**config.mk**
```make
export PLATFORM = sky130hd
export DESIGN_NAME = conv_frame_ctrl
export DESIGN_NICKNAME = d
export VERILOG_FILES = /design/src/rtl/conv_pkg.sv /design/src/rtl/conv_csr.sv /design/src/rtl/conv_frame_ctrl.sv
export SDC_FILE = /design/constraint.sdc
export NUM_CORES = 1
export LEC_CHECK = 0
export ABC_AREA = 1
export CORE_MARGIN = 4
export CORE_UTILIZATION = 40
export DETAILED_ROUTE_END_ITERATION = 7
export SETUP_SLACK_MARGIN = 0.4
export SYNTH_ARGS = -nofsm -noshare
export SYNTH_HDL_FRONTEND = slang
export SYNTH_SLANG_ARGS = --single-unit
```
**constraint.sdc**
```tcl
create_clock -name clk -period 2.55 [get_ports clk]
set_input_delay 0.6375 -clock clk [delete_from_list [all_inputs] [get_ports clk]]
set_output_delay 0.6375 -clock clk [all_outputs]
set_load 0.05 [all_outputs]
```
**src/rtl/conv_pkg.sv**
```systemverilog
`default_nettype none
// +--------------------------------------------------------------------------+
// | Module      : conv_pkg                                                   |
// | Description : Shared FSM states, CSR map and display-mode codes for the  |
// |               conv frame sequencer.                                      |
// | Revision    : 1.0 - initial release                                      |
// +--------------------------------------------------------------------------+
package conv_pkg;

  // Frame sequencer states
  typedef enum logic [2:0] {
    ST_IDLE     = 3'd0,
    ST_WAIT_SOP = 3'd1,
    ST_STREAM   = 3'd2,
    ST_FLUSH    = 3'd3,
    ST_DRAIN    = 3'd4
  } conv_state_t;

  // CSR word addresses
  localparam logic [1:0] c_addr_ctrl      = 2'd0;
  localparam logic [1:0] c_addr_mode      = 2'd1;
  localparam logic [1:0] c_addr_status    = 2'd2;
  localparam logic [1:0] c_addr_frame_cnt = 2'd3;

  // CTRL bit indices
  localparam int c_ctrl_enable = 0;
  localparam int c_ctrl_irq_en = 1;

  // STATUS bit indices
  localparam int c_st_busy       = 0;
  localparam int c_st_frame_done = 1;
  localparam int c_st_sop_err    = 2;
  localparam int c_st_len_err    = 3;

  // Kernel select codes understood by the filter; any other value is MEAN
  localparam logic [6:0] c_mode_original  = 7'd0;
  localparam logic [6:0] c_mode_gauss1    = 7'd1;
  localparam logic [6:0] c_mode_gauss2    = 7'd2;
  localparam logic [6:0] c_mode_sobel_x   = 7'd4;
  localparam logic [6:0] c_mode_sobel_y   = 7'd8;
  localparam logic [6:0] c_mode_prewitt_x = 7'd16;
  localparam logic [6:0] c_mode_prewitt_y = 7'd32;

endpackage
`default_nettype wire

```
**src/rtl/conv_csr.sv**
```systemverilog
`default_nettype none
// +--------------------------------------------------------------------------+
// | Module      : conv_csr                                                   |
// | Description : Avalon-MM register file: CTRL, MODE, sticky W1C STATUS,    |
// |               frame counter, registered read data and level IRQ.         |
// | Revision    : 1.0 - initial release                                      |
// +--------------------------------------------------------------------------+
module conv_csr
  import conv_pkg::*;
(
  input  logic        clk,
  input  logic        reset_n,
  input  logic [1:0]  avs_address,
  input  logic        avs_write,
  input  logic [31:0] avs_writedata,
  input  logic        avs_read,
  output logic [31:0] avs_readdata,
  input  logic        busy,
  input  logic        set_frame_done,
  input  logic        set_sop_err,
  input  logic        set_len_err,
  output logic        enable,
  output logic [6:0]  mode_pending,
  output logic        irq
);

  logic        r_enable;
  logic        r_irq_en;
  logic [6:0]  r_mode_pending;
  logic        r_frame_done;
  logic        r_sop_err;
  logic        r_len_err;
  logic [15:0] r_frame_cnt;
  logic [31:0] r_readdata;

  logic        w_wr_ctrl;
  logic        w_wr_mode;
  logic        w_wr_status;
  logic [31:0] w_rd_mux;
  logic        w_unused_wdata;

  assign w_wr_ctrl      = avs_write && (avs_address == c_addr_ctrl);
  assign w_wr_mode      = avs_write && (avs_address == c_addr_mode);
  assign w_wr_status    = avs_write && (avs_address == c_addr_status);
  assign w_unused_wdata = ^avs_writedata[31:7];

  // Host-writable control and pending-mode registers
  always_ff @(posedge clk or negedge reset_n) begin
    if (!reset_n) begin
      r_enable       <= 1'b0;
      r_irq_en       <= 1'b0;
      r_mode_pending <= '0;
    end else begin
      if (w_wr_ctrl) begin
        r_enable <= avs_writedata[c_ctrl_enable];
        r_irq_en <= avs_writedata[c_ctrl_irq_en];
      end
      if (w_wr_mode) begin
        r_mode_pending <= avs_writedata[6:0];
      end
    end
  end

  // Sticky status flags; a hardware set in the same cycle beats a W1C clear
  always_ff @(posedge clk or negedge reset_n) begin
    if (!reset_n) begin
      r_frame_done <= 1'b0;
      r_sop_err    <= 1'b0;
      r_len_err    <= 1'b0;
    end else begin
      if (set_frame_done) begin
        r_frame_done <= 1'b1;
      end else if (w_wr_status && avs_writedata[c_st_frame_done]) begin
        r_frame_done <= 1'b0;
      end
      if (set_sop_err) begin
        r_sop_err <= 1'b1;
      end else if (w_wr_status && avs_writedata[c_st_sop_err]) begin
        r_sop_err <= 1'b0;
      end
      if (set_len_err) begin
        r_len_err <= 1'b1;
      end else if (w_wr_status && avs_writedata[c_st_len_err]) begin
        r_len_err <= 1'b0;
      end
    end
  end

  // Completed-frame counter, free-running wrap at 16 bits
  always_ff @(posedge clk or negedge reset_n) begin
    if (!reset_n) begin
      r_frame_cnt <= '0;
    end else if (set_frame_done) begin
      r_frame_cnt <= r_frame_cnt + 16'd1;
    end
  end

  // Read-side register selection
  always_comb begin
    w_rd_mux = '0;
    case (avs_address)
      c_addr_ctrl: begin
        w_rd_mux[c_ctrl_enable] = r_enable;
        w_rd_mux[c_ctrl_irq_en] = r_irq_en;
      end
      c_addr_mode: begin
        w_rd_mux[6:0] = r_mode_pending;
      end
      c_addr_status: begin
        w_rd_mux[c_st_busy]       = busy;
        w_rd_mux[c_st_frame_done] = r_frame_done;
        w_rd_mux[c_st_sop_err]    = r_sop_err;
        w_rd_mux[c_st_len_err]    = r_len_err;
      end
      default: begin
        w_rd_mux[15:0] = r_frame_cnt;
      end
    endcase
  end

  // Registered read data, valid the cycle after the read strobe
  always_ff @(posedge clk or negedge reset_n) begin
    if (!reset_n) begin
      r_readdata <= '0;
    end else if (avs_read) begin
      r_readdata <= w_rd_mux;
    end
  end

  assign avs_readdata = r_readdata;
  assign enable       = r_enable;
  assign mode_pending = r_mode_pending;
  assign irq          = r_irq_en & r_frame_done;

endmodule
`default_nettype wire

```
**src/rtl/conv_frame_ctrl.sv**
```systemverilog
`default_nettype none
// +--------------------------------------------------------------------------+
// | Module      : conv_frame_ctrl                                            |
// | Description : Frame sequencer in front of the 3x3 conv filter. Forwards  |
// |               exactly WIDTH*HEIGHT pixels per frame, pads short frames,  |
// |               flushes the filter line delay and waits for its EOP.       |
// | Revision    : 1.0 - initial release                                      |
// +--------------------------------------------------------------------------+
module conv_frame_ctrl
  import conv_pkg::*;
#(
  parameter int IMAGE_WIDTH  = 640,
  parameter int IMAGE_HEIGHT = 480,
  parameter int FLUSH_LEN    = IMAGE_WIDTH + 9,
  parameter int EOP_TIMEOUT  = 255
) (
  input  logic        clk,
  input  logic        reset_n,
  input  logic [1:0]  avs_address,
  input  logic        avs_write,
  input  logic [31:0] avs_writedata,
  input  logic        avs_read,
  output logic [31:0] avs_readdata,
  input  logic [7:0]  snk_data,
  input  logic        snk_valid,
  input  logic        snk_sop,
  input  logic        snk_eop,
  output logic        snk_ready,
  output logic [7:0]  conv_pxl_in,
  output logic        conv_valid_in,
  input  logic        conv_ready_in,
  output logic [6:0]  conv_display_mode,
  input  logic        conv_eop_out,
  output logic        irq
);

  localparam int c_num_pix   = IMAGE_WIDTH * IMAGE_HEIGHT;
  localparam int c_pix_w     = $clog2(c_num_pix + 1);
  localparam int c_flush_max = (c_num_pix > FLUSH_LEN) ? c_num_pix : FLUSH_LEN;
  localparam int c_flush_w   = $clog2(c_flush_max + 1);
  localparam int c_to_w      = $clog2(EOP_TIMEOUT + 1);

  localparam logic [c_pix_w-1:0]   c_num_pix_v = c_pix_w'(c_num_pix);
  localparam logic [c_flush_w-1:0] c_flush_v   = c_flush_w'(FLUSH_LEN);
  localparam logic [c_to_w-1:0]    c_to_last   = c_to_w'(EOP_TIMEOUT - 1);

  conv_state_t          r_state;
  logic [c_pix_w-1:0]   r_pix_cnt;
  logic [c_flush_w-1:0] r_flush_cnt;
  logic                 r_pad_phase;
  logic [c_to_w-1:0]    r_to_cnt;
  logic                 r_eop_seen;
  logic [6:0]           r_active_mode;

  conv_state_t          w_state_nxt;
  logic [c_pix_w-1:0]   w_pix_cnt_nxt;
  logic [c_flush_w-1:0] w_flush_cnt_nxt;
  logic                 w_pad_phase_nxt;
  logic [c_to_w-1:0]    w_to_cnt_nxt;
  logic                 w_eop_seen_nxt;
  logic                 w_enter_wait;
  logic                 w_conv_valid;
  logic [7:0]           w_conv_pxl;
  logic                 w_set_sop_err;
  logic                 w_set_len_err;
  logic                 w_frame_done;
  logic                 w_sink_open;
  logic                 w_accept;
  logic                 w_busy;
  logic                 w_enable;
  logic [6:0]           w_mode_pending;

  // The sink is only open while waiting for or streaming a frame
  assign w_sink_open = (r_state == ST_WAIT_SOP) || (r_state == ST_STREAM);
  assign snk_ready   = w_sink_open & conv_ready_in;
  assign w_accept    = snk_valid & snk_ready;
  assign w_busy      = !((r_state == ST_IDLE) || (r_state == ST_WAIT_SOP));

  // Next-state, counter and filter-side output decode
  always_comb begin
    w_state_nxt     = r_state;
    w_pix_cnt_nxt   = r_pix_cnt;
    w_flush_cnt_nxt = r_flush_cnt;
    w_pad_phase_nxt = r_pad_phase;
    w_to_cnt_nxt    = r_to_cnt;
    w_eop_seen_nxt  = r_eop_seen;
    w_enter_wait    = 1'b0;
    w_conv_valid    = 1'b0;
    w_conv_pxl      = '0;
    w_set_sop_err   = 1'b0;
    w_set_len_err   = 1'b0;
    w_frame_done    = 1'b0;
    case (r_state)
      ST_IDLE: begin
        if (w_enable) begin
          w_state_nxt  = ST_WAIT_SOP;
          w_enter_wait = 1'b1;
        end
      end
      ST_WAIT_SOP: begin
        if (w_accept) begin
          if (!snk_sop) begin
            // Beats ahead of the first SOP are discarded
            w_set_sop_err = 1'b1;
          end else begin
            w_conv_valid  = 1'b1;
            w_conv_pxl    = snk_data;
            w_pix_cnt_nxt = c_pix_w'(1);
            if (c_num_pix_v == c_pix_w'(1)) begin
              w_state_nxt     = ST_FLUSH;
              w_flush_cnt_nxt = c_flush_v;
              w_pad_phase_nxt = 1'b0;
            end else begin
              w_state_nxt = ST_STREAM;
            end
          end
        end else if (!w_enable) begin
          w_state_nxt = ST_IDLE;
        end
      end
      ST_STREAM: begin
        w_conv_valid = w_accept;
        if (w_accept) begin
          w_conv_pxl    = snk_data;
          w_pix_cnt_nxt = r_pix_cnt + c_pix_w'(1);
          if (snk_sop) begin
            w_set_sop_err = 1'b1;
          end
          if (w_pix_cnt_nxt == c_num_pix_v) begin
            w_set_len_err   = !snk_eop;
            w_state_nxt     = ST_FLUSH;
            w_flush_cnt_nxt = c_flush_v;
            w_pad_phase_nxt = 1'b0;
          end else if (snk_eop) begin
            // Short frame: pad up to a full frame before the flush run
            w_set_len_err   = 1'b1;
            w_state_nxt     = ST_FLUSH;
            w_flush_cnt_nxt = c_flush_w'(c_num_pix_v - w_pix_cnt_nxt);
            w_pad_phase_nxt = 1'b1;
          end
        end
      end
      ST_FLUSH: begin
        if (conv_eop_out) begin
          w_eop_seen_nxt = 1'b1;
        end
        if (conv_ready_in) begin
          w_conv_valid = 1'b1;
          if (r_flush_cnt == c_flush_w'(1)) begin
            if (r_pad_phase) begin
              w_flush_cnt_nxt = c_flush_v;
              w_pad_phase_nxt = 1'b0;
            end else begin
              w_state_nxt  = ST_DRAIN;
              w_to_cnt_nxt = '0;
            end
          end else begin
            w_flush_cnt_nxt = r_flush_cnt - c_flush_w'(1);
          end
        end
      end
      ST_DRAIN: begin
        if (conv_eop_out || r_eop_seen || (r_to_cnt == c_to_last)) begin
          w_set_len_err  = !(conv_eop_out || r_eop_seen);
          w_frame_done   = 1'b1;
          w_eop_seen_nxt = 1'b0;
          if (w_enable) begin
            w_state_nxt  = ST_WAIT_SOP;
            w_enter_wait = 1'b1;
          end else begin
            w_state_nxt = ST_IDLE;
          end
        end else begin
          w_to_cnt_nxt = r_to_cnt + c_to_w'(1);
        end
      end
      default: begin
        w_state_nxt = ST_IDLE;
      end
    endcase
  end

  // State and counter registers
  always_ff @(posedge clk or negedge reset_n) begin
    if (!reset_n) begin
      r_state     <= ST_IDLE;
      r_pix_cnt   <= '0;
      r_flush_cnt <= '0;
      r_pad_phase <= 1'b0;
      r_to_cnt    <= '0;
      r_eop_seen  <= 1'b0;
    end else begin
      r_state     <= w_state_nxt;
      r_pix_cnt   <= w_pix_cnt_nxt;
      r_flush_cnt <= w_flush_cnt_nxt;
      r_pad_phase <= w_pad_phase_nxt;
      r_to_cnt    <= w_to_cnt_nxt;
      r_eop_seen  <= w_eop_seen_nxt;
    end
  end

  // Kernel select only changes when a new frame is about to be awaited
  always_ff @(posedge clk or negedge reset_n) begin
    if (!reset_n) begin
      r_active_mode <= '0;
    end else if (w_enter_wait) begin
      r_active_mode <= w_mode_pending;
    end
  end

  assign conv_valid_in     = w_conv_valid;
  assign conv_pxl_in       = w_conv_pxl;
  assign conv_display_mode = r_active_mode;

  conv_csr u_csr (
    .clk            (clk),
    .reset_n        (reset_n),
    .avs_address    (avs_address),
    .avs_write      (avs_write),
    .avs_writedata  (avs_writedata),
    .avs_read       (avs_read),
    .avs_readdata   (avs_readdata),
    .busy           (w_busy),
    .set_frame_done (w_frame_done),
    .set_sop_err    (w_set_sop_err),
    .set_len_err    (w_set_len_err),
    .enable         (w_enable),
    .mode_pending   (w_mode_pending),
    .irq            (irq)
  );

endmodule
`default_nettype wire

```
# == Word-level counts from Yosys, hierarchy flattened ==
# Cells that the tools add are included.
# W data, S select, Z words.
# word_totals
register_bits,102
inputBits,51
word_cells,144
# classes
n_addsub,5
n_eq_ne,23
n_mux,69
n_bitwise,3
n_reduce_logical,29
# op_table
op,count
$mux W19,9
$pmux W19 S2,2
$mux W8,7
$mux W3,11
$pmux W8 S2,2
$mux W1,27
$add A19 B1 Y19 const B,1
$eq A19 B1 Y1 const B,1
$eq A19 B19 Y1 const B,1
$sub A19 B1 Y19 const B,1
$sub A19 B19 Y19 const A,1
$ne A2 B2 Y1 const B,9
$add A16 B1 Y16 const B,1
$pmux W3 S5,1
$reduce_and A5 Y1,3
$pmux W2 S3,2
$reduce_bool A2 Y1,6
$pmux W1 S2,5
$mux W9,1
$ne A3 B3 Y1 const B,3
$reduce_and A9 Y1,1
$add A8 B1 Y8 const B,1
$eq A8 B8 Y1 const B,1
$eq A3 B2 Y1 const B,2
other kinds (18),30

# == Logic depth before layout (Yosys ltp) ==
# logic_depth
depth_word,7
mapped_depth,17

# == Modules after synthesis ==
# A second synthesis with hierarchy kept.
# hier_totals
cells_unflattened,881
hier_area_um2,6482.5
# by_module_without_submodules
module,instances,cells_per_inst,area_each_um2,seq_area_each_um2
conv_frame_ctrl,1,629,4275.4,1451.4
conv_csr,1,252,2207.1,1101.1

# == Least setup slack after synthesis ==
# No wires, ideal clock.
# synth_path
path_kind,input to output
start,in conv_ready_in
end,out conv_pxl_in[0]
arrival_ns,2.414
required_ns,1.913
setup_slack_ns,-0.502
path_stages,6
n_path_buf,1
cell_sequence,inv_1 > a21oi_2 > and2_2 > nand2_1 > clkbuf_1 > nor2_1
# synth_via
elab_chain_len,4
# synth_lines
element,line,source
"start, declared",conv_frame_ctrl.sv:31,"input logic conv_ready_in,"
$and A1 B1 Y1 *,conv_frame_ctrl.sv:75,assign snk_ready = w_sink_open & conv_ready_in;
via snk_ready,conv_frame_ctrl.sv:28,"output logic snk_ready,"
$and A1 B1 Y1 *,conv_frame_ctrl.sv:76,assign w_accept = snk_valid & snk_ready;
$mux W8 (on tied branches),"conv_frame_ctrl.sv:123, conv_frame_ctrl.sv:101",
$pmux W8 S2 *,conv_frame_ctrl.sv:93,case (r_state)
"end, declared",conv_frame_ctrl.sv:29,"output logic [7:0] conv_pxl_in,"
# The timed path passes the listed nets; every way through them passes the cells marked *.

# == Worst setup path after layout ==
# layout_path
start,reg r_state[2]
end,out conv_pxl_in[5]
# layout_via
elab_chain_len,6
# layout_lines
element,line,source
"start, declared",conv_frame_ctrl.sv:47,conv_state_t r_state;
"start signal, assigned",conv_frame_ctrl.sv:193,r_state <= w_state_nxt;
$eq A3 B1 Y1 or $eq A3 B2 Y1 (tied branches),"conv_frame_ctrl.sv:74, conv_frame_ctrl.sv:93",
$logic_or A1 B1 Y1,conv_frame_ctrl.sv:74,assign w_sink_open = (r_state == ST_WAIT_SOP) || (r_state == ST_STREAM);
$and A1 B1 Y1,conv_frame_ctrl.sv:75,
$and A1 B1 Y1,conv_frame_ctrl.sv:76,
$mux W8 (on tied branches),"conv_frame_ctrl.sv:123, conv_frame_ctrl.sv:101",
$pmux W8 S2 *,conv_frame_ctrl.sv:93,
# Every way passes the cells marked *; elsewhere a longest branch is shown, timed or not.

==> results.toml <==
[logic_synthesis]
syn_inst = 850
synth_area_sq_mm = 0.00618
synth-seq-cells = 102
synth_enable_flop_cells = 0
synthMuxAreaShare = 0
syn_area_per_cell_sq_um = 7.27
synthMostInstantiatedCell = "nand2_1"
async_flop_share = 1.00
synth-xor-area-share = 0.0510
synth_top_area_share = 0.413
synthAdderAreaFrac = 0.0121
synth_commonest_cells = "233 x nand2_1, 106 x inv_1, 106 x nor2_1"
synth_top_family_by_area = "simple AND/OR/NAND/NOR gates"
ys_seq_area_frac = 0.413
synthDistinctLibCells = 46
synth_compound_area_frac = 0.112
synthTopCellsByArea = "dfrtp_1 41%, nand2_1 14%, inv_1 6.4%"
synth_simple_gate_area_frac = 0.312
synth_flop_cell = "dfrtp_1"
ys_warn_count = 0
yosysTopAreaCell = "dfrtp_1"

[worst_setup_path]
r2r-end = "r_flush_cnt[15]"
r2r_setup_slack_ps = 270
required_ps = 1910
critPathMaxFanout = 5
slowest_delay_ps = 470
crit_top_cell = "nor2_4"
r2r_cells = 15
critPathKind = "flop to output pin"
cpMaxStageDelayCell = "dfrtp_2"
crit_chain = "nor2_4 > nand2_4 > a21oi_4 > and2_4 > nand2_8 > nor2_4 > buf_12"
cp.arrival_ps = 1830
cp-end-kind = "output pin"
critical_path.startpoint_type = "flop"
r2r-start = "r_pix_cnt[0]"

[die]
io_pins = 101
core_area_sq_mm = 0.0151
fp.dieH_um = 132
start_util = 0.408
dieWidth_um = 132
dieArea_sq_mm = 0.0175
num_rows = 45

[route]
vias = 5929
ant_nets = 0
finalWirelength_um = 16900
first_iter_violations = 380
drc = 0
wire_per_inst_um = 14.3
dr.pass1.iters = 5
via_per_inst = 5.02

[grt]
first_global_vias = 5670
grtUsageMet3 = 0.0286
grt_usage = 0.191
grt_max_degree = 103
grtUsageMet2 = 0.328
grt_most_used_layer = "met2"
gr-total-overflow = 0
grt_first_pass_wirelength_um = 27600
antenna_found_initial = 0
grtUsageMet1 = 0.246

[clock_tree]
cts-root-buf = "clkbuf_16"
clock_sinks = 102
cts_made_buffers = 9
clock_latency_ps = 350
clk_path_buf_depth = 2
cts_max_level = 3
cts_tree = "done"
clkTransAtPathRegs_ps = 70

[cells_and_area]
design_area_sq_mm = 0.00866
syn_to_final_growth_pct = 40.1
antenna_cells = 0
final_nets = 1044
drive_gt1_frac = 0.268

[outcome]
outcome = "finished, final reports clean"

[sta]
fmax_mhz = 405
finalSetupViolCount = 0
maxSlewViolCount = 0
final.setup.tns_ps = 0
fin_ws_ps = 82.5
post-route-min-period_ps = 2470
fin_crit_sh = 0.968
max_slew_margin = 0.566
worstMarginPinSlew_ps = 651
rsz0062_at_grt = "true"
finClkSkew_ps = 11.1
finalHoldViolations = 0

[power]
ir_drop_uv = 384
power.leakage_nw = 4.23
power.density_mw_per_mm2 = 792
finalPower_mw = 6.86

[placement]
dpl.hpwl_um = 11700
place_area_sq_mm = 0.00740
port_buffers = 59
pre_cts_slack_ps = -96.2
routabilityCongestion = 0.853

[worst_hold_path]
hp-class = "primary input to async pin"

[run]
maxCapViolations = 0
## how the worst max path moves through the flow
stage,from,endpoint,slack (ps),cells after the start
finish,r_state[2],conv_pxl_in[5],80,7
global route,r_state[1],conv_pxl_in[5],10,8
CTS,r_state[1],conv_pxl_in[0],90,8
detailed placement,conv_ready_in,conv_pxl_in[0],-100,7
global placement,conv_ready_in,conv_pxl_in[0],-50,7
floorplan,conv_ready_in,conv_pxl_in[0],100,6
## worst max-delay path: cells and delay by family (launching register included)
kind	cells	cell delay [ps]
compound gates	1	140
buf+inv	1	140
flops	1	470
simple gates	5	710
## logic make-up after synthesis
kind of cell	Yosys count
and+or+nand+nor	444
buffers and inverters	141
AOI/OAI and AO/OA	120
DFF	102
xor gates and xnor gates	36
adders and majority gates	6
other	1
## stage by stage
stage	cells	util	hold slack, ps
3_5_place_dp	1125	0.489	466
4_1_cts	1167	0.540	377
3_3_place_gp	1125	0.489	459
2_1_floorplan	865	-	342
6_report	1180	0.572	342
5_1_grt	1180	0.572	390
## state kept, by name, indices dropped and copies added, names as in the netlist
name	cells
u_csr.mode_pending	7
u_csr.r_len_err	1
r_pad_phase	1
r_eop_seen	1
u_csr.r_sop_err	1
r_flush_cnt	19
u_csr.r_irq_en	1
r_state	3
u_csr.r_frame_cnt	16
u_csr.enable	1
r_to_cnt	8
conv_display_mode	7
u_csr.r_frame_done	1
r_pix_cnt	19
u_csr.avs_readdata	16
## timing repair
action	in CTS	in global routing
gates resized for setup	108	103
hold buffers	0	0
setup buffers	22	13
pin swaps	39	41
setup endpoints to repair	55	50
cloned	4	0
## placed cells by master, fill, tap and decap left out, drive strengths merged
cell             n
ha               6
xnor2           12
a21o             1
nand4           20
nor2           116
buf             90
xor2            24
clkdlybuf4s50   22
inv            113
a221oi           4
nand2          244
o32ai            1
a31oi            4
nor4             3
o31ai            7
o21ai           56
o21bai           1
nor3            12
nand3b           3
a211oi           1
dlymetal6s2s     7
or2              2
a22o             1
clkinvlp         1
and2             1
clkinv           4
nor3b            2
conb            16
o22ai           23
a21oi           21
dlygate4sd2     19
and3             1
clkbuf          10
dfrtp          102
nand3           42
## report_power, final
part	total, mW	leakage (nW)	switching, mW	internal [mW]
Combinational	3.13	2.80	1.91	1.22
Sequential	2.35	1.29	0.393	1.96
Clock	1.37	0.145	0.666	0.706
Total	6.86	4.23	2.97	3.89
## metal layers
| metal | vias up | share of wire |
|---|---|---|
| li1 | 2985 | - |
| met1 | 2769 | 0.44 |
| met2 | 151 | 0.50 |
| met3 | 24 | 0.041 |
| met4 | 0 | 0.020 |
| met5 | - | 0 |
## layout make-up
cell class | instances | area [sq um]
fill | 1423 | 6490
multi-input combinational | 624 | 3790
sequential | 102 | 2560
timing repair buffer | 138 | 1340
inverter | 110 | 429
clock buffer | 10 | 239
tap | 188 | 235
clock inverter | 6 | 51.3
timing repair inverter | 2 | 12.5
Power figures use the tool's default switching activity.
